$ cat config.mk
export PLATFORM = sky130hd
export DESIGN_NAME = xbar_output_arbiter
export DESIGN_NICKNAME = d
export VERILOG_FILES = /design/src/rtl/xbar_arb_pkg.sv /design/src/rtl/rr_priority_picker.sv /design/src/rtl/xbar_output_arbiter.sv
export SDC_FILE = /design/constraint.sdc
export NUM_CORES = 1
export LEC_CHECK = 0
export CAP_MARGIN = 20
export CORE_ASPECT_RATIO = 1.75
export CORE_MARGIN = 1.5
export CORE_UTILIZATION = 35
export DETAILED_ROUTE_END_ITERATION = 8
export MAX_ROUTING_LAYER = met4
export PLACE_DENSITY = 0.8
export SLEW_MARGIN = 20
export SYNTH_ARGS = -nofsm -noshare
export SYNTH_HDL_FRONTEND = slang
export SYNTH_SLANG_ARGS = --single-unit
$ cat constraint.sdc
create_clock -name i_clk -period 2.7 [get_ports i_clk]
set_input_delay 0.675 -clock i_clk [delete_from_list [all_inputs] [get_ports i_clk]]
set_output_delay 0.675 -clock i_clk [all_outputs]
set_load 0.01 [all_outputs]
$ cat src/rtl/xbar_arb_pkg.sv
// Shared types and sizing helpers for the crossbar output-port arbiter.
package xbar_arb_pkg;

  typedef enum logic [0:0] {
    ARB_IDLE = 1'b0,
    ARB_XFER = 1'b1
  } arb_state_t;

  // Index width that stays at least one bit wide for single-entry ranges.
  function automatic int idx_width(input int n);
    return (n > 1) ? $clog2(n) : 1;
  endfunction

endpackage

$ cat src/rtl/rr_priority_picker.sv
// Combinational round-robin picker: finds the first set request searching
// upward from i_last+1, wrapping modulo N.
module rr_priority_picker
  import xbar_arb_pkg::*;
#(
  parameter int N  = 4,
  parameter int IW = idx_width(N)
) (
  input  logic [N-1:0]  i_req,
  input  logic [IW-1:0] i_last,
  output logic [N-1:0]  o_onehot,
  output logic [IW-1:0] o_idx,
  output logic          o_any
);

  localparam int PW = IW + 1;

  logic [N-1:0]   w_mask;
  logic [2*N-1:0] w_dbl;
  logic [PW-1:0]  w_pos;

  // Lower half holds only requests above i_last, upper half the full vector,
  // so the lowest set bit of the doubled vector is the wrapped winner.
  always_comb begin
    w_mask = '0;
    for (int i = 0; i < N; i++) begin
      w_mask[i] = (IW'(i) > i_last);
    end
    w_dbl = {i_req, i_req & w_mask};
    w_pos = '0;
    for (int i = 2*N-1; i >= 0; i--) begin
      w_pos = w_dbl[i] ? PW'(i) : w_pos;
    end
  end

  // Fold the doubled position back into a requester index and decode it.
  always_comb begin
    o_any = |i_req;
    if (w_pos >= PW'(N)) begin
      o_idx = IW'(w_pos - PW'(N));
    end else begin
      o_idx = IW'(w_pos);
    end
    o_onehot = '0;
    if (o_any) begin
      o_onehot[o_idx] = 1'b1;
    end else begin
      o_onehot = '0;
    end
  end

endmodule

$ cat src/rtl/xbar_output_arbiter.sv
// Round-robin burst scheduler sharing one crossbar output port between
// NUM_REQ show-ahead FIFOs, with a registered valid/ready output stage.
module xbar_output_arbiter
  import xbar_arb_pkg::*;
#(
  parameter int NUM_REQ    = 4,
  parameter int DATA_WIDTH = 32,
  parameter int BURST_LEN  = 4,
  parameter int IW         = idx_width(NUM_REQ),
  parameter int BW         = idx_width(BURST_LEN)
) (
  input  logic                          i_clk,
  input  logic                          i_rst,
  input  logic [NUM_REQ-1:0]            i_empty_rx,
  input  logic [NUM_REQ*DATA_WIDTH-1:0] i_do_rx,
  output logic [NUM_REQ-1:0]            o_pop_rx,
  output logic                          o_out_valid,
  input  logic                          i_out_ready,
  output logic [DATA_WIDTH-1:0]         o_out_data,
  output logic [IW-1:0]                 o_out_src,
  output logic                          o_grant_active
);

  arb_state_t            r_state;
  arb_state_t            w_next_state;
  logic [IW-1:0]         r_sel;
  logic [NUM_REQ-1:0]    r_sel_oh;
  logic [IW-1:0]         r_last_grant;
  logic [BW-1:0]         r_burst_cnt;
  logic                  r_out_valid;
  logic [DATA_WIDTH-1:0] r_out_data;
  logic [IW-1:0]         r_out_src;

  logic [NUM_REQ-1:0]    w_pick_onehot;
  logic [IW-1:0]         w_pick_idx;
  logic                  w_pick_any;
  logic                  w_sel_empty;
  logic                  w_can_pop;
  logic                  w_burst_last;

  rr_priority_picker #(
    .N  (NUM_REQ),
    .IW (IW)
  ) u_picker (
    .i_req    (~i_empty_rx),
    .i_last   (r_last_grant),
    .o_onehot (w_pick_onehot),
    .o_idx    (w_pick_idx),
    .o_any    (w_pick_any)
  );

  // Pop qualification; reset suppresses any pop in the reset cycle.
  always_comb begin
    w_sel_empty  = i_empty_rx[r_sel];
    w_burst_last = (r_burst_cnt == BW'(BURST_LEN - 1));
    w_can_pop    = ~i_rst & (r_state == ARB_XFER) & ~w_sel_empty
                 & (~r_out_valid | i_out_ready);
  end

  // State register.
  always_ff @(posedge i_clk) begin
    if (i_rst) begin
      r_state <= ARB_IDLE;
    end else begin
      r_state <= w_next_state;
    end
  end

  // Next-state logic.
  always_comb begin
    w_next_state = r_state;
    case (r_state)
      ARB_IDLE: begin
        if (w_pick_any) begin
          w_next_state = ARB_XFER;
        end else begin
          w_next_state = ARB_IDLE;
        end
      end
      ARB_XFER: begin
        if (w_sel_empty | (w_can_pop & w_burst_last)) begin
          w_next_state = ARB_IDLE;
        end else begin
          w_next_state = ARB_XFER;
        end
      end
      default: w_next_state = ARB_IDLE;
    endcase
  end

  // Output decode from registered state.
  always_comb begin
    o_pop_rx       = w_can_pop ? r_sel_oh : '0;
    o_grant_active = (r_state == ARB_XFER);
  end

  // Grant bookkeeping and the output register.
  always_ff @(posedge i_clk) begin
    if (i_rst) begin
      r_sel        <= '0;
      r_sel_oh     <= '0;
      r_last_grant <= IW'(NUM_REQ - 1);
      r_burst_cnt  <= '0;
      r_out_valid  <= 1'b0;
      r_out_data   <= '0;
      r_out_src    <= '0;
    end else begin
      if ((r_state == ARB_IDLE) && w_pick_any) begin
        r_sel        <= w_pick_idx;
        r_sel_oh     <= w_pick_onehot;
        r_last_grant <= w_pick_idx;
        r_burst_cnt  <= '0;
      end else if (w_can_pop) begin
        r_burst_cnt  <= r_burst_cnt + BW'(1);
      end
      // A pop refills the register even while the old word is being taken.
      if (w_can_pop) begin
        r_out_data  <= i_do_rx[r_sel*DATA_WIDTH +: DATA_WIDTH];
        r_out_src   <= r_sel;
        r_out_valid <= 1'b1;
      end else if (r_out_valid & i_out_ready) begin
        r_out_valid <= 1'b0;
      end
    end
  end

  assign o_out_valid = r_out_valid;
  assign o_out_data  = r_out_data;
  assign o_out_src   = r_out_src;

endmodule

======== Yosys cells after proc, flatten, opt, wreduce, memory -nomap -nowiden ========
Index checks and enable logic that the tools add are counted.
word-level totals
  register bits after elaboration ......... 46
  input bits .............................. 135
  output and inout port bits .............. 40
  word-level logic and storage cells ...... 58
cells by class
  add/sub/neg operators ................... 2
  $lt $le $gt $ge ......................... 8
  equal/unequal tests ..................... 1
  shift-type cells ........................ 1
  mux-type cells .......................... 20
  bitwise operators ....................... 13
  reduce and logical (&&, ||, !) cells .... 5
operators with widths
  operator               count
  $shiftx A128 B8 Y32    1
  $mux W3                8
  $mux W4                2
  $lt A2 B3 Y1 const B   2
  $mux W1                6
  $and A1 B1 Y1          5
  $and A4 B4 Y4          1
  $gt A1 B2 Y1 const A   2
  $gt A2 B2 Y1 const A   2
  $not A1 Y1             4
  $not A4 Y4             1
  $reduce_or A4 Y1       1
  $ge A3 B3 Y1 const B   1
  $add A2 B1 Y2 const B  1
  $bmux W1 S2            1
  $demux W1 S2           1
  $eq A2 B2 Y1 const B   1
  $ge A2 B1 Y1 const B   1
  $logic_and A1 B1 Y1    2
  $mux W2                1
  $or A1 B1 Y1           2
  $pmux W1 S2            1
  $reduce_bool A2 Y1     1
  $reduce_or A2 Y1       1
  $sub A2 B1 Y2 const B  1

======== Longest topological paths before layout ========
Gate-level depths: netlist of run 1.
  depth after elaboration ................. 16
  depth in mapped cells ................... 7
  depth with buffers taken out ............ 4

======== By module ========
Synthesis of run 1 repeated with hierarchy kept, for this count alone.
unflattened totals
  cells, all modules ...................... 293
  area, all modules ....................... 2990.4 um^2
modules (own cells, without submodules)
  module               instances  cells each  area each (um^2)  sequential area each (um^2)
  xbar_output_arbiter  1          265         2829.0            920.9
  rr_priority_picker   1          28          161.4             0.0

======== Least setup slack after synthesis of run 1 ========
No wires, ideal clock.
  path kind ............................... input to output
  from .................................... input port i_empty_rx[3]
  to ...................................... output port o_pop_rx[0]
  arrival ................................. 1911 ps
  path slack .............................. 114 ps
  stages .................................. 4
  cell sequence ........................... mux4_2 > nand3b_1 > clkbuf_1 > nor3b_1
between the ends
  word-level cells in the longest chain between the ends .. 6
ends and longest elaborated chain
  element                        line                       RTL
  from (decl)                    xbar_output_arbiter.sv:14  input logic [NUM_REQ-1:0] i_empty_rx,
  $bmux W1 S2                    xbar_output_arbiter.sv:54  w_sel_empty = i_empty_rx[r_sel];
  $mux W1 (not written as such)  xbar_output_arbiter.sv:54
  $not A1 Y1                     xbar_output_arbiter.sv:56  w_can_pop = ~i_rst & (r_state == ARB_XFER) & ~w_sel_empty
  $and A1 B1 Y1                  xbar_output_arbiter.sv:56
  $and A1 B1 Y1                  xbar_output_arbiter.sv:57  & (~r_out_valid | i_out_ready);
  $mux W4                        xbar_output_arbiter.sv:93  o_pop_rx = w_can_pop ? r_sel_oh : '0;
  to (decl)                      xbar_output_arbiter.sv:16  output logic [NUM_REQ-1:0] o_pop_rx,
Every way passes these cells. The select of a mux whose other input is x is not followed.

======== Final worst setup path of run 1 ========
  from .................................... input port i_empty_rx[3]
  to ...................................... output port o_pop_rx[1]
The elaborated chain is that of the path after synthesis.

==> results of run 1 <==
[path summary, 6_finish.rpt]
path                       from            end  slack [ns]  cells past startpoint
hold / removal    o_out_data[2]  o_out_data[2]        0.45                      2
setup / recovery  i_empty_rx[3]    o_pop_rx[1]        0.12                      6
hold reg to reg   o_out_data[2]  o_out_data[2]        0.45                      2
setup reg to reg       r_sel[0]  o_out_data[5]        0.91                      6
[power breakdown]
part | leakage [nW] | internal (mW) | switching, mW | total [mW]
clock network | 0.0698 | 0.343 | 0.260 | 0.603
registers | 0.376 | 0.736 | 0.0344 | 0.771
logic | 1.14 | 0.441 | 0.273 | 0.715
[cell type report]
type                            instances  share of cell area (%)
Tap cell                               86                    2.37
Sequential cell                        46                    20.3
Inverter                                2                   0.166
Clock inverter                          3                   0.469
Timing Repair Buffer                  188                    39.8
Multi-Input combinational cell        185                    34.1
Clock buffer                            5                    2.76
[state kept, by name (all words and copies together), names as in the netlist]
signal,cells
o_grant_active,1
r_sel,2
o_out_valid,1
o_out_src,2
r_last_grant,2
r_burst_cnt,2
r_sel_oh,4
o_out_data,32
[cell families after synthesis]
kind of cell,Yosys count,share of synthesized area [%]
simple gates,96,17.3
compound gates,51,11.1
flops,46,35.9
mux,36,30.2
buf+inv,23,4.78
xor+xnor,1,0.341
fa+ha+maj,1,0.487
[cells in the final DEF (no fill, tap or decap), drive strengths merged, types with 2 or more instances in the layout]
master,Yosys,final
a21oi,40,40
nor3,3,3
clkinv,0,2
nor2,2,2
inv,2,2
nand3b,4,4
nor3b,7,7
dfxtp,46,46
nand2b,3,3
nand2,72,72
mux2i,2,2
clkbuf,9,9
mux4,33,33
o21ai,2,2
o41ai,2,2
buf,12,19
clkdlybuf4s50,0,165
a31o,2,2
[worst min-delay path, cell delays in order, from the launching register on]
cell	delay, ns
dfxtp_1	0.31
nand2_1	0.05
a21oi_1	0.05
[timing repair]
action                                  in CTS  in global routing
gates resized for setup                     25                  8
pin swaps                                    0                  1
hold buffers                                 0                  0
setup buffers                                1                  0
endpoints found under the setup margin       4                  4
[metal layers]
layer	track usage [%]	vias to the layer above	part of all wire, %
met3	3.28	12	4.4
met1	22.1	1275	34
met2	41.9	82	59
met4	7.89	0	2.1
li1	-	1277	-
met5	-	-	0
==> results_dict.tcl, run 1 <==
set metrics [dict create \
    cp-end-kind "output port" \
    clockRootBuffer "clkbuf_16" \
    p_per_area_nw_per_um2 461 \
    ff_latch_area_um2 922 \
    status "complete, no violations" \
    gp_congestion 0.899 \
    cts_buffer_depth 2 \
    dp.cells 506 \
    final_cell_count_no_fill 515 \
    rows 41 \
    dp_hpwl_mm 6.85 \
    synth_ff_type "dfxtp_1" \
    fin_setup_tns_ns 0 \
    grt_pass1_vias 2623 \
    cts_htree_levels 2 \
    port_buffers 174 \
    firstDrtPassIters 4 \
    cts_sinks 46 \
    post-route-util_pct 63.1 \
    synth.most_common_cell "nand2_1" \
    synthTopCellsByArea "dfxtp_1, mux4_2, nand2_1" \
    vdd_drop_max_v 0.000349 \
    yosys_warnings 0 \
    grt_pass1_wl_mm 12.6 \
    fin_ws_ns 0.121 \
    antenna_found_initial 0 \
    async_flop_share_pct 0 \
    routed_wl_mm 8.75 \
    syn_area_um2 2570 \
    worst-path-buf-inv 3 \
    hold_class "register to register" \
    leakage_nw 1.59 \
    syn_nets 390 \
    grt_overflow_total 0 \
    layout_min_cycle_time_ns 2.58 \
    ant_nets 0 \
    place_ws_ns -0.660 \
    vias 2646 \
    drive_above_1_share_pct 17.5 \
    crit_chain "clkbuf_2 -> mux4_2 -> nand3b_1 -> buf_6 -> nor3b_2 -> buf_2" \
    vias_per_cell 5.14 \
    syn_area_per_cell_um2 10.1 \
    clk_pin_slew_worst_paths_ns 0.07 \
    cts_buffers 5 \
    worst_pin_slew_ns 0.633 \
    rsz0062_at_grt "no" \
    max_clock_freq_mhz 388 \
    timing.hold.ws_ns 0.453 \
    final-hold-violation-count 0 \
    placedInstanceArea_um2 4400 \
    fin_worst_skew_ns 0.00559 \
    crit_fanout 5 \
    num_antenna_cells 0 \
    yosysTopAreaCell "dfxtp_1" \
    crit_required_ns 2.03 \
    dieWidth_um 67.7 \
    syn_inst 254 \
    crit_family "multiplexers" \
    cts_tree "done" \
    critPathKind "input port to output port" \
    critPathLaunchType "input port" \
    drv_slew 0 \
    dieArea_um2 7880 \
    setup_viol 0 \
    arrival_ns 1.90 \
    drc 0 \
    wire_per_inst_um 17.0 \
    synth_top_area_share_pct 35.9 \
    drv_cap 0 \
    period_share_pct 95.5 \
    ios 175 \
    grt_use_total_pct 22.1 \
    die_h_um 116 \
    drt_iter0_drc 110 \
    synth_cell_type_count 34 \
    cpPeakStageDelay_ns 0.47 \
    area.growth.synth_to_final_pct 76.6 \
    relSlewSlack_pct 57.8 \
    core_area_um2 7180 \
    slowest_stage "mux4_2" \
    synth_edf_count 0 \
    start_util_pct 35.7 \
    fin_area_um2 4530 \
    synth_seq_cells 46 \
    seq_area_frac_synth_pct 35.9 \
    multi_input_area_um2 1540 \
    fillers 612 \
    clk_latency_ns 0.28 \
    nets 564 \
    yosys-top-cells-count "nand2_1, dfxtp_1, a21oi_1" \
    grt_max_degree 50 \
    power.total_mw 2.09 \
]
No activity file was read; power rests on OpenSTA's default activity.
==> run 2, diff against run 1 <==
Settings changed: HOLD_SLACK_MARGIN set to 0.03.
==> results of run 2 <==
Same layout as run 1: the final DEF is identical, and so are final timing and power.
